$ cat src/rtl/rob_commit_if.sv
// Issue/ALU/commit signal bundle for the reorder buffer.
// The master side drives allocation and results; the slave side is the ROB.
interface rob_commit_if #(
    parameter int unsigned TAG_W = 5
);
    logic             ROB_in;
    logic [4:0]       ROB_dest;
    logic [TAG_W-1:0] ROB_Number;
    logic             ROB_is_full;
    logic             Calc_done;
    logic [TAG_W-1:0] Calc_Number;
    logic [31:0]      Calc_val;
    logic             Calc_mispredict;
    logic [31:0]      Calc_target;
    logic             commit_en;
    logic [TAG_W-1:0] commit_Number;
    logic [31:0]      commit_val;
    logic [4:0]       commit_dest;
    logic             clear;
    logic [31:0]      clear_pc;

    modport master (
        output ROB_in, ROB_dest, Calc_done, Calc_Number, Calc_val,
               Calc_mispredict, Calc_target,
        input  ROB_Number, ROB_is_full, commit_en, commit_Number,
               commit_val, commit_dest, clear, clear_pc
    );

    modport slave (
        input  ROB_in, ROB_dest, Calc_done, Calc_Number, Calc_val,
               Calc_mispredict, Calc_target,
        output ROB_Number, ROB_is_full, commit_en, commit_Number,
               commit_val, commit_dest, clear, clear_pc
    );
endinterface

$ cat src/rtl/rob_commit.sv
// Reorder buffer: circular queue that tags instructions at issue, captures
// results by tag and retires in order, flushing on a mispredicted head.
module rob_commit #(
    parameter int unsigned DEPTH = 16,
    parameter int unsigned TAG_W = 5
) (
    input  logic         clk_in,
    input  logic         rst_in,
    input  logic         rdy_in,
    rob_commit_if.slave  bus
);
    localparam int unsigned IDX_W = (DEPTH > 1) ? $clog2(DEPTH) : 1;
    typedef logic [TAG_W-1:0] tag_t;
    localparam tag_t           LAST     = tag_t'(DEPTH - 1);
    localparam logic [TAG_W:0] CNT_FULL = (TAG_W + 1)'(DEPTH);

    logic [DEPTH-1:0] busy_q, busy_d, ready_q, ready_d, misp_q, misp_d;
    logic [4:0]       dest_q   [DEPTH];
    logic [4:0]       dest_d   [DEPTH];
    logic [31:0]      value_q  [DEPTH];
    logic [31:0]      value_d  [DEPTH];
    logic [31:0]      target_q [DEPTH];
    logic [31:0]      target_d [DEPTH];
    tag_t             head_q, head_d, tail_q, tail_d;
    logic [TAG_W:0]   count_q, count_d;
    logic             commit_en_q, commit_en_d, clear_q, clear_d;
    tag_t             commit_num_q, commit_num_d;
    logic [31:0]      commit_val_q, commit_val_d, clear_pc_q, clear_pc_d;
    logic [4:0]       commit_dest_q, commit_dest_d;

    logic             full, alloc, wb, do_commit;
    logic [IDX_W-1:0] h_idx, t_idx, c_idx;

    function automatic tag_t wrap_inc(input tag_t p);
        return (p == LAST) ? '0 : tag_t'(p + 1'b1);
    endfunction

    assign full  = (count_q == CNT_FULL);
    assign h_idx = head_q[IDX_W-1:0];
    assign t_idx = tail_q[IDX_W-1:0];
    assign c_idx = bus.Calc_Number[IDX_W-1:0];

    always_comb begin
        busy_d        = busy_q;
        ready_d       = ready_q;
        misp_d        = misp_q;
        dest_d        = dest_q;
        value_d       = value_q;
        target_d      = target_q;
        head_d        = head_q;
        tail_d        = tail_q;
        count_d       = count_q;
        commit_en_d   = 1'b0;
        clear_d       = 1'b0;
        commit_num_d  = commit_num_q;
        commit_val_d  = commit_val_q;
        commit_dest_d = commit_dest_q;
        clear_pc_d    = clear_pc_q;
        alloc         = 1'b0;
        wb            = 1'b0;
        do_commit     = 1'b0;

        if (rdy_in) begin
            alloc     = bus.ROB_in && !full && !clear_q;
            wb        = bus.Calc_done && !clear_q
                        && ({1'b0, bus.Calc_Number} < CNT_FULL) && busy_q[c_idx];
            do_commit = (count_q != '0) && busy_q[h_idx] && ready_q[h_idx];

            if (wb) begin
                ready_d[c_idx]  = 1'b1;
                value_d[c_idx]  = bus.Calc_val;
                misp_d[c_idx]   = bus.Calc_mispredict;
                target_d[c_idx] = bus.Calc_target;
            end
            if (alloc) begin
                busy_d[t_idx]  = 1'b1;
                ready_d[t_idx] = 1'b0;
                dest_d[t_idx]  = bus.ROB_dest;
                tail_d         = wrap_inc(tail_q);
            end
            if (do_commit) begin
                commit_en_d    = 1'b1;
                commit_num_d   = head_q;
                commit_val_d   = value_q[h_idx];
                commit_dest_d  = dest_q[h_idx];
                busy_d[h_idx]  = 1'b0;
                ready_d[h_idx] = 1'b0;
                head_d         = wrap_inc(head_q);
            end

            unique case ({alloc, do_commit})
                2'b10:   count_d = count_q + 1'b1;
                2'b01:   count_d = count_q - 1'b1;
                default: count_d = count_q;
            endcase

            // A mispredicted head still retires, then wipes every pointer,
            // discarding any allocation that landed on this same edge.
            if (do_commit && misp_q[h_idx]) begin
                clear_d    = 1'b1;
                clear_pc_d = target_q[h_idx];
                busy_d     = '0;
                ready_d    = '0;
                head_d     = '0;
                tail_d     = '0;
                count_d    = '0;
            end
        end
    end

    always_ff @(posedge clk_in or posedge rst_in) begin
        if (rst_in) begin
            busy_q        <= '0;
            ready_q       <= '0;
            misp_q        <= '0;
            dest_q        <= '{default: '0};
            value_q       <= '{default: '0};
            target_q      <= '{default: '0};
            head_q        <= '0;
            tail_q        <= '0;
            count_q       <= '0;
            commit_en_q   <= 1'b0;
            clear_q       <= 1'b0;
            commit_num_q  <= '0;
            commit_val_q  <= '0;
            commit_dest_q <= '0;
            clear_pc_q    <= '0;
        end else begin
            busy_q        <= busy_d;
            ready_q       <= ready_d;
            misp_q        <= misp_d;
            dest_q        <= dest_d;
            value_q       <= value_d;
            target_q      <= target_d;
            head_q        <= head_d;
            tail_q        <= tail_d;
            count_q       <= count_d;
            commit_en_q   <= commit_en_d;
            clear_q       <= clear_d;
            commit_num_q  <= commit_num_d;
            commit_val_q  <= commit_val_d;
            commit_dest_q <= commit_dest_d;
            clear_pc_q    <= clear_pc_d;
        end
    end

    assign bus.ROB_Number    = tail_q;
    assign bus.ROB_is_full   = full;
    assign bus.commit_en     = commit_en_q;
    assign bus.commit_Number = commit_num_q;
    assign bus.commit_val    = commit_val_q;
    assign bus.commit_dest   = commit_dest_q;
    assign bus.clear         = clear_q;
    assign bus.clear_pc      = clear_pc_q;
endmodule

$ cat src/flat_wrapper.sv
// flat-port wrapper written by rule: the top's interface ports become plain ports
module rob_commit_flat 
#(
    parameter int unsigned DEPTH = 16,
    parameter int unsigned TAG_W = 5
)
  (clk_in, rst_in, rdy_in, bus_ROB_in, bus_ROB_dest, bus_Calc_done, bus_Calc_Number, bus_Calc_val, bus_Calc_mispredict, bus_Calc_target, bus_ROB_Number, bus_ROB_is_full, bus_commit_en, bus_commit_Number, bus_commit_val, bus_commit_dest, bus_clear, bus_clear_pc);
  rob_commit_if #(.TAG_W(TAG_W)) bus_i ();
  input  logic clk_in;
  input  logic rst_in;
  input  logic rdy_in;
  input wire logic [$bits(bus_i.ROB_in)-1:0] bus_ROB_in;
  input wire logic [$bits(bus_i.ROB_dest)-1:0] bus_ROB_dest;
  input wire logic [$bits(bus_i.Calc_done)-1:0] bus_Calc_done;
  input wire logic [$bits(bus_i.Calc_Number)-1:0] bus_Calc_Number;
  input wire logic [$bits(bus_i.Calc_val)-1:0] bus_Calc_val;
  input wire logic [$bits(bus_i.Calc_mispredict)-1:0] bus_Calc_mispredict;
  input wire logic [$bits(bus_i.Calc_target)-1:0] bus_Calc_target;
  output wire logic [$bits(bus_i.ROB_Number)-1:0] bus_ROB_Number;
  output wire logic [$bits(bus_i.ROB_is_full)-1:0] bus_ROB_is_full;
  output wire logic [$bits(bus_i.commit_en)-1:0] bus_commit_en;
  output wire logic [$bits(bus_i.commit_Number)-1:0] bus_commit_Number;
  output wire logic [$bits(bus_i.commit_val)-1:0] bus_commit_val;
  output wire logic [$bits(bus_i.commit_dest)-1:0] bus_commit_dest;
  output wire logic [$bits(bus_i.clear)-1:0] bus_clear;
  output wire logic [$bits(bus_i.clear_pc)-1:0] bus_clear_pc;
  assign bus_i.ROB_in = bus_ROB_in;
  assign bus_i.ROB_dest = bus_ROB_dest;
  assign bus_i.Calc_done = bus_Calc_done;
  assign bus_i.Calc_Number = bus_Calc_Number;
  assign bus_i.Calc_val = bus_Calc_val;
  assign bus_i.Calc_mispredict = bus_Calc_mispredict;
  assign bus_i.Calc_target = bus_Calc_target;
  assign bus_ROB_Number = bus_i.ROB_Number;
  assign bus_ROB_is_full = bus_i.ROB_is_full;
  assign bus_commit_en = bus_i.commit_en;
  assign bus_commit_Number = bus_i.commit_Number;
  assign bus_commit_val = bus_i.commit_val;
  assign bus_commit_dest = bus_i.commit_dest;
  assign bus_clear = bus_i.clear;
  assign bus_clear_pc = bus_i.clear_pc;
  rob_commit #(.DEPTH(DEPTH), .TAG_W(TAG_W)) u_core (.clk_in(clk_in), .rst_in(rst_in), .rdy_in(rdy_in), .bus(bus_i));
endmodule
$ cat config.mk
export PLATFORM = sky130hd
export DESIGN_NAME = rob_commit_flat
export DESIGN_NICKNAME = d
export VERILOG_FILES = /design/src/rtl/rob_commit_if.sv /design/src/rtl/rob_commit.sv /design/src/flat_wrapper.sv
export SDC_FILE = /design/constraint.sdc
export NUM_CORES = 2
export LEC_CHECK = 0
export CORE_AREA = 2 2 341 343
export DETAILED_ROUTE_END_ITERATION = 6
export DIE_AREA = 0 0 343 345
export DONT_BUFFER_PORTS = 1
export GPL_TIMING_DRIVEN = 0
export PLACE_DENSITY = 0.68
export SLEW_MARGIN = 20
export SYNTH_ARGS = -nofsm -noshare
export SYNTH_HDL_FRONTEND = slang
export SYNTH_SLANG_ARGS = --single-unit
$ cat constraint.sdc
create_clock -name clk_in -period 40.7 [get_ports clk_in]
set_input_delay 6.105 -clock clk_in [delete_from_list [all_inputs] [get_ports clk_in]]
set_output_delay 6.105 -clock clk_in [all_outputs]
set_load 0.1 [all_outputs]
; Word-level counts from Yosys, hierarchy flattened
; Index checks and enable logic that the tools add are counted.
[word_totals]
ff_bits = 1244
inputBits = 80
out_inout_bits = 82
word_cells = 170
[op_classes]
n_mux = 53
n_addsub = 4
bitwise = 10
reduce_logical = 26
n_lt_le_gt_ge = 12
eq_ne = 5
[ops]
columns = cell, n
row1 = $bwmux 512, 2
row2 = $bmux 32 s4, 2
row3 = $mux 16, 10
row4 = $mux 32, 5
row5 = $demux 32 s4, 1
row6 = $bwmux 80, 1
row7 = $and 16x16->16, 3
row8 = $mux 5, 9
row9 = $not 16->16, 2
row10 = $or 16x16->16, 2
row11 = $bmux 5 s4, 1
row12 = $demux 5 s4, 1
row13 = $bmux 1 s4, 4
row14 = $bwmux 16, 1
row15 = $ge 5x5->1 const B, 3
row16 = $lt 4x5->1 const B, 3
row17 = $not 4->5, 3
row18 = $reduce_and 2->1, 7
row19 = $logic_and 1x1->1, 13
row20 = $demux 1 s4, 3
row21 = $ge 4x1->1 const B, 3
row22 = $pmux 6 s2, 1
row23 = $mux 1, 11
row24 = $add 5x1->5 const B, 2
row25 = other kinds (13), 17

; Logic depth before layout (Yosys ltp)
[logic_depth]
ltp_word = 13
mapped_depth = 15
ltp_nobuf = 11

; Worst setup path before layout
; Ideal clock, no wire load.
[synth_timing]
kind = input-to-reg
startpoint = in bus_ROB_in
endpoint = reg u_core.count_q[5]
stages = 10
required_time_ps = 40579
n_path_buf = 2
setup_ps = 121
slack_ps = 32572
arrival_time_ps = 8007
cell_sequence = nor2b_1 -> nand2_1 -> nand4_1 -> buf_2 -> inv_1 -> ha_1 -> clkbuf_1 -> a2111o_1 -> and3_1 -> o22a_1
[synth_via]
elab_chain_len = 5
word_cells_on_any_way = 8
classes_between = 2 x eq/ne / 2 x mux / 4 x reduce/logical
[synth_rtl]
columns = item, line
row1 = from (decl), flat_wrapper.sv:12  ; input wire logic [$bits(bus_i.ROB_in)-1:0] bus_ROB_in;
row2 = $logic_and 1x1->1 (*) (2 in series), rob_commit.sv:64  ; alloc = bus.ROB_in && !full && !clear_q;
row3 = $eq 2x1->1 / $eq 2x2->1 (equally long branches), rob_commit.sv:91  ; unique case ({alloc, do_commit})
row4 = $pmux 6 s2 / $reduce_bool 3->1 (equally long branches), n/a
row5 = $mux 6 / $reduce_and 2->1 (equally long branches), n/a
row6 = to (signal assigned), rob_commit.sv:137  ; count_q <= count_d;
row7 = to (decl), rob_commit.sv:25  ; logic [TAG_W:0] count_q, count_d;
; Mark *: on every way between the ends. The rest lies on a longest branch, timed or not.
; A chain may end at the register's enable or synchronous reset.

; Worst setup path in the final report
[layout_timing]
startpoint = in bus_Calc_Number[0]
endpoint = reg u_core.value_q[104] (netlist bit)
[layout_via]
elab_chain_len = 6
word_cells_on_any_way = 13
classes_between = 3 x order compare / 5 x mux / 1 x bitwise / 4 x reduce/logical
[layout_rtl]
columns = item, line
row1 = from (decl), flat_wrapper.sv:15  ; input wire logic [$bits(bus_i.Calc_Number)-1:0] bus_Calc_Number;
row2 = $not 4->5 (not written as such), rob_commit.sv:71  ; value_d[c_idx] = bus.Calc_val;
row3 = $ge 5x5->1 (not written as such) / $lt 5x1->1 (equally long branches), rob_commit.sv:71
row4 = $logic_and 1x1->1 (not written as such), rob_commit.sv:71
row5 = $mux 32 (not written as such), rob_commit.sv:71
row6 = $demux 32 s4, rob_commit.sv:71
row7 = $bwmux 512, rob_commit.sv:71
row8 = to (signal assigned), rob_commit.sv:133  ; value_q <= value_d;
row9 = to (decl), rob_commit.sv:20  ; logic [31:0] value_q [DEPTH];
; Several ways; a longest one is shown, not always the timed one. The select of a mux whose other input is x is not followed.

==> out/metrics.cfg <==
[run_status]
status=finished clean

[placed_design]
io_buffers=0
dp_hpwl_mm=97.9
place_congestion=0.936

[die]
dieArea_um2=118000
die_h_um=345
core_area_um2=115000
initial_core_util_pct=48.4
dieWidth_um=343
num_io_pins=162
rows=125

[power_and_ir_drop]
sw_frac_of_total_pct=32.7
leakagePower_nw=29.8
power.share.clock_pct=31.4
seqPwrFrac_pct=42.9
switchingPower_mw=1.29
power_density_nw_per_um2=62.3
pwr-share-comb_pct=25.7
ir_drop_mv=0.0450
cell_internal_pwr_mw=2.65

[setup_path]
timing_worst_setup_path_type=in2reg
slowest_stage=nor4b_1
critPathRequiredTime_ns=41.30
ff2ff_setup_slack_ns=36.02
cp_max_fo=10
regToRegEndpoint=u_core.value_q[104]$_DFFE_PP0P_
path_cells=buf_2 > nor4b_1 > nand2b_1 > nor2_1 > buf_1 > buf_2 > mux2_2
cp-end-kind=register
r2r_cells=6
cp_slowest_stage_delay_ns=0.94
path_common_cell=buf_2
worstSetupStartpointType=input port
r2r-start=u_core.bus.clear$_DFF_PP0_
cp.arrival_ns=9.94

[synthesis]
synth_cell_types=59
syn_area_um2=55700
ys_seq_elements=1244
postSynthAreaPerCell_um2=16.0
async_flop_share_pct=100
synth_edf_count=0
ys_warn_count=0
seq_area_frac_synth_pct=55.8
syn_inst=3474
ys.flop_type=dfrtp_1
syn-num-nets=3564

[cts]
post_cts_resized=0
cts_num_sinks=1244
htreeDepth=4
cts-hold-fix-buffers=0
cts_setup_buffers=0
ctsLongestPathBuffers=3
cts_tree=yes
clk_latency_ns=0.74
clk_pin_slew_ns=0.06
cts_root_buf=clkbuf_16
cts_buffers=134

[hold_path]
worstHoldPathCells=1
hold_end=u_core.value_q[169]$_DFFE_PP0P_
hold_class=reg2reg
min_from=u_core.value_q[169]$_DFFE_PP0P_

[timing]
whs_ns=0.498
post-route-period-util_pct=23.0
slew_headroom_pct=18.3
hold_viol=0
final.setup.tns_ns=0
max_freq_mhz=107
worst-slew-pin-transition_ns=1.23
setup_viol=0
rsz0062_at_grt=false
slew_violations=0
clock_skew_ns=0.0318
post-route-min-period_ns=9.34

[global_routing]
grt_pass1_vias=33800
grt_pass1_wl_mm=223
grt_usage_pct=25.5
grt_start_max_net_pins=35
grt_overflow=0
antenna_found_initial=8

[route]
wl_mm=148
wl_met3_mm=9.87
top_layer=met4
drc_errors=0
drt_iter0_drc=2343
wl_per_cell_um=27.9
num_vias=31800
avgViaCountPerCell=6.01
drtPass1Iterations=5
met1_length_mm=62.7
wl_met2_mm=70.6
antenna_left=0

[final_layout]
fill_cells=9254
drive_gt1_share_pct=50.9
area_growth_pct=13.2
finalNetCount=3745
final_common_cell=dfrtp_1
final_cell_mix=dfrtp_1, mux2_2, mux4_2, clkbuf_1, nand2_1

[flow_run]
maxCapViolations=0

## flip-flops by register name (all words and copies together) (netlist names), 5 cells and up
register	cells
u_core.target_q	512
u_core.value_q	512
u_core.dest_q	80
u_core.bus.clear_pc	32
u_core.bus.commit_val	32
u_core.busy_q	16
u_core.misp_q	16
u_core.ready_q	16
u_core.count_q	6
u_core.bus.ROB_Number	5
u_core.bus.commit_Number	5
u_core.bus.commit_dest	5
u_core.head_q	5
## power groups by stage
stage / Clock [mW] / Combinational (mW) / Sequential (mW)
2_1_floorplan: 0 / 0.732 / 1.67
3_3_place_gp: 0 / 0.989 / 1.71
3_5_place_dp: 0 / 1.02 / 1.71
4_1_cts: 1.26 / 1.02 / 1.68
5_1_grt: 1.31 / 1.08 / 1.71
6_report: 1.23 / 1.01 / 1.69
## synthesized netlist by cell type (3+ instances only)
| master | instances | area [um^2] |
|---|---|---|
| dfrtp_1 | 1244 | 31100 |
| mux2_2 | 1153 | 13000 |
| mux4_2 | 358 | 8060 |
| nand2_1 | 159 | 597 |
| clkbuf_1 | 154 | 578 |
| buf_2 | 100 | 500 |
| a21oi_1 | 48 | 240 |
| nor2_1 | 48 | 180 |
| buf_1 | 30 | 113 |
| inv_1 | 17 | 63.8 |
| o22ai_1 | 15 | 93.8 |
| nor2b_1 | 12 | 75.1 |
| o21ai_0 | 11 | 55.1 |
| ha_1 | 10 | 125 |
| buf_6 | 9 | 101 |
| mux2i_1 | 8 | 80.1 |
| nand2b_1 | 8 | 50.1 |
| or2_1 | 8 | 50.1 |
| nand3_1 | 7 | 35.0 |
| nor3_1 | 7 | 35.0 |
| nand4_1 | 5 | 31.3 |
| or3_1 | 5 | 31.3 |
| a22o_1 | 4 | 35.0 |
| a31oi_1 | 4 | 25.0 |
| a32o_1 | 3 | 30.0 |
| and2_1 | 3 | 18.8 |
| buf_4 | 3 | 22.5 |
## per-layer routing
metal	track usage [%]	up-vias
li1	-	13300
met1	34.9	17400
met2	40.3	852
met3	6.44	248
met4	7.89	0
met5	0	-
## worst max-delay path: cells and delay by family
kind,cells,cell delay [ns]
mux,1,0.38
buf+inv,3,1.62
simple gates,3,1.81
## logic make-up (layout without fill, tap and decap cells)
group	Yosys count	count (layout)	synth area share, %
other	0	5	0
multiplexers	1520	1520	37.9
adder cells (fa/ha/maj)	10	10	0.224
flip-flops	1244	1244	55.8
XOR/XNOR	1	1	0.0157
AND/OR/NAND/NOR	279	279	2.24
AO/OA/AOI/OAI	105	105	1.22
buffers and inverters	315	603	2.52
## how the worst max path moves through the flow
| stage | to | start | slack [ns] | depth (start not counted) |
|---|---|---|---|---|
| floorplan | u_core.bus.ROB_Number[0]$_DFFE_PP0P_ | rst_in | 17.40 | 1 |
| global placement | u_core.bus.commit_dest[0]$_DFFE_PP0P_ | rst_in | 10.36 | 1 |
| detailed placement | u_core.value_q[103]$_DFFE_PP0P_ | bus_Calc_Number[0] | 30.78 | 7 |
| CTS | u_core.value_q[104]$_DFFE_PP0P_ | bus_Calc_Number[0] | 31.55 | 7 |
| global route | u_core.value_q[104]$_DFFE_PP0P_ | bus_Calc_Number[0] | 31.38 | 7 |
| finish | u_core.value_q[104]$_DFFE_PP0P_ | bus_Calc_Number[0] | 31.36 | 7 |
## through the flow
stage	utilization [%]	setup WS, ns	instance area [um^2]	instances	total power, mW
floorplan	-	17.40	55700	3474	2.41
global placement	50.1	10.36	57700	4998	2.70
detailed placement	50.9	30.78	58600	5043	2.72
CTS	54.8	31.55	63100	5286	3.96
global route	54.8	31.38	63100	5286	4.10
finish	54.8	31.36	63100	5291	3.93
## cell type report
type / instances / area [um^2] / share of cell area [%]
buffer: 297 / 1360 / 2.15
tap: 1524 / 1910 / 3.02
clock inverter: 40 / 457 / 0.724
clock buffer: 203 / 4030 / 6.38
inverter: 18 / 71.3 / 0.113
antenna: 5 / 12.5 / 0.0198
multi-input combinational: 1915 / 23200 / 36.8
timing repair buffer: 45 / 938 / 1.49
sequential: 1244 / 31100 / 49.3
Note: power is estimated with default switching activity, not from simulation.
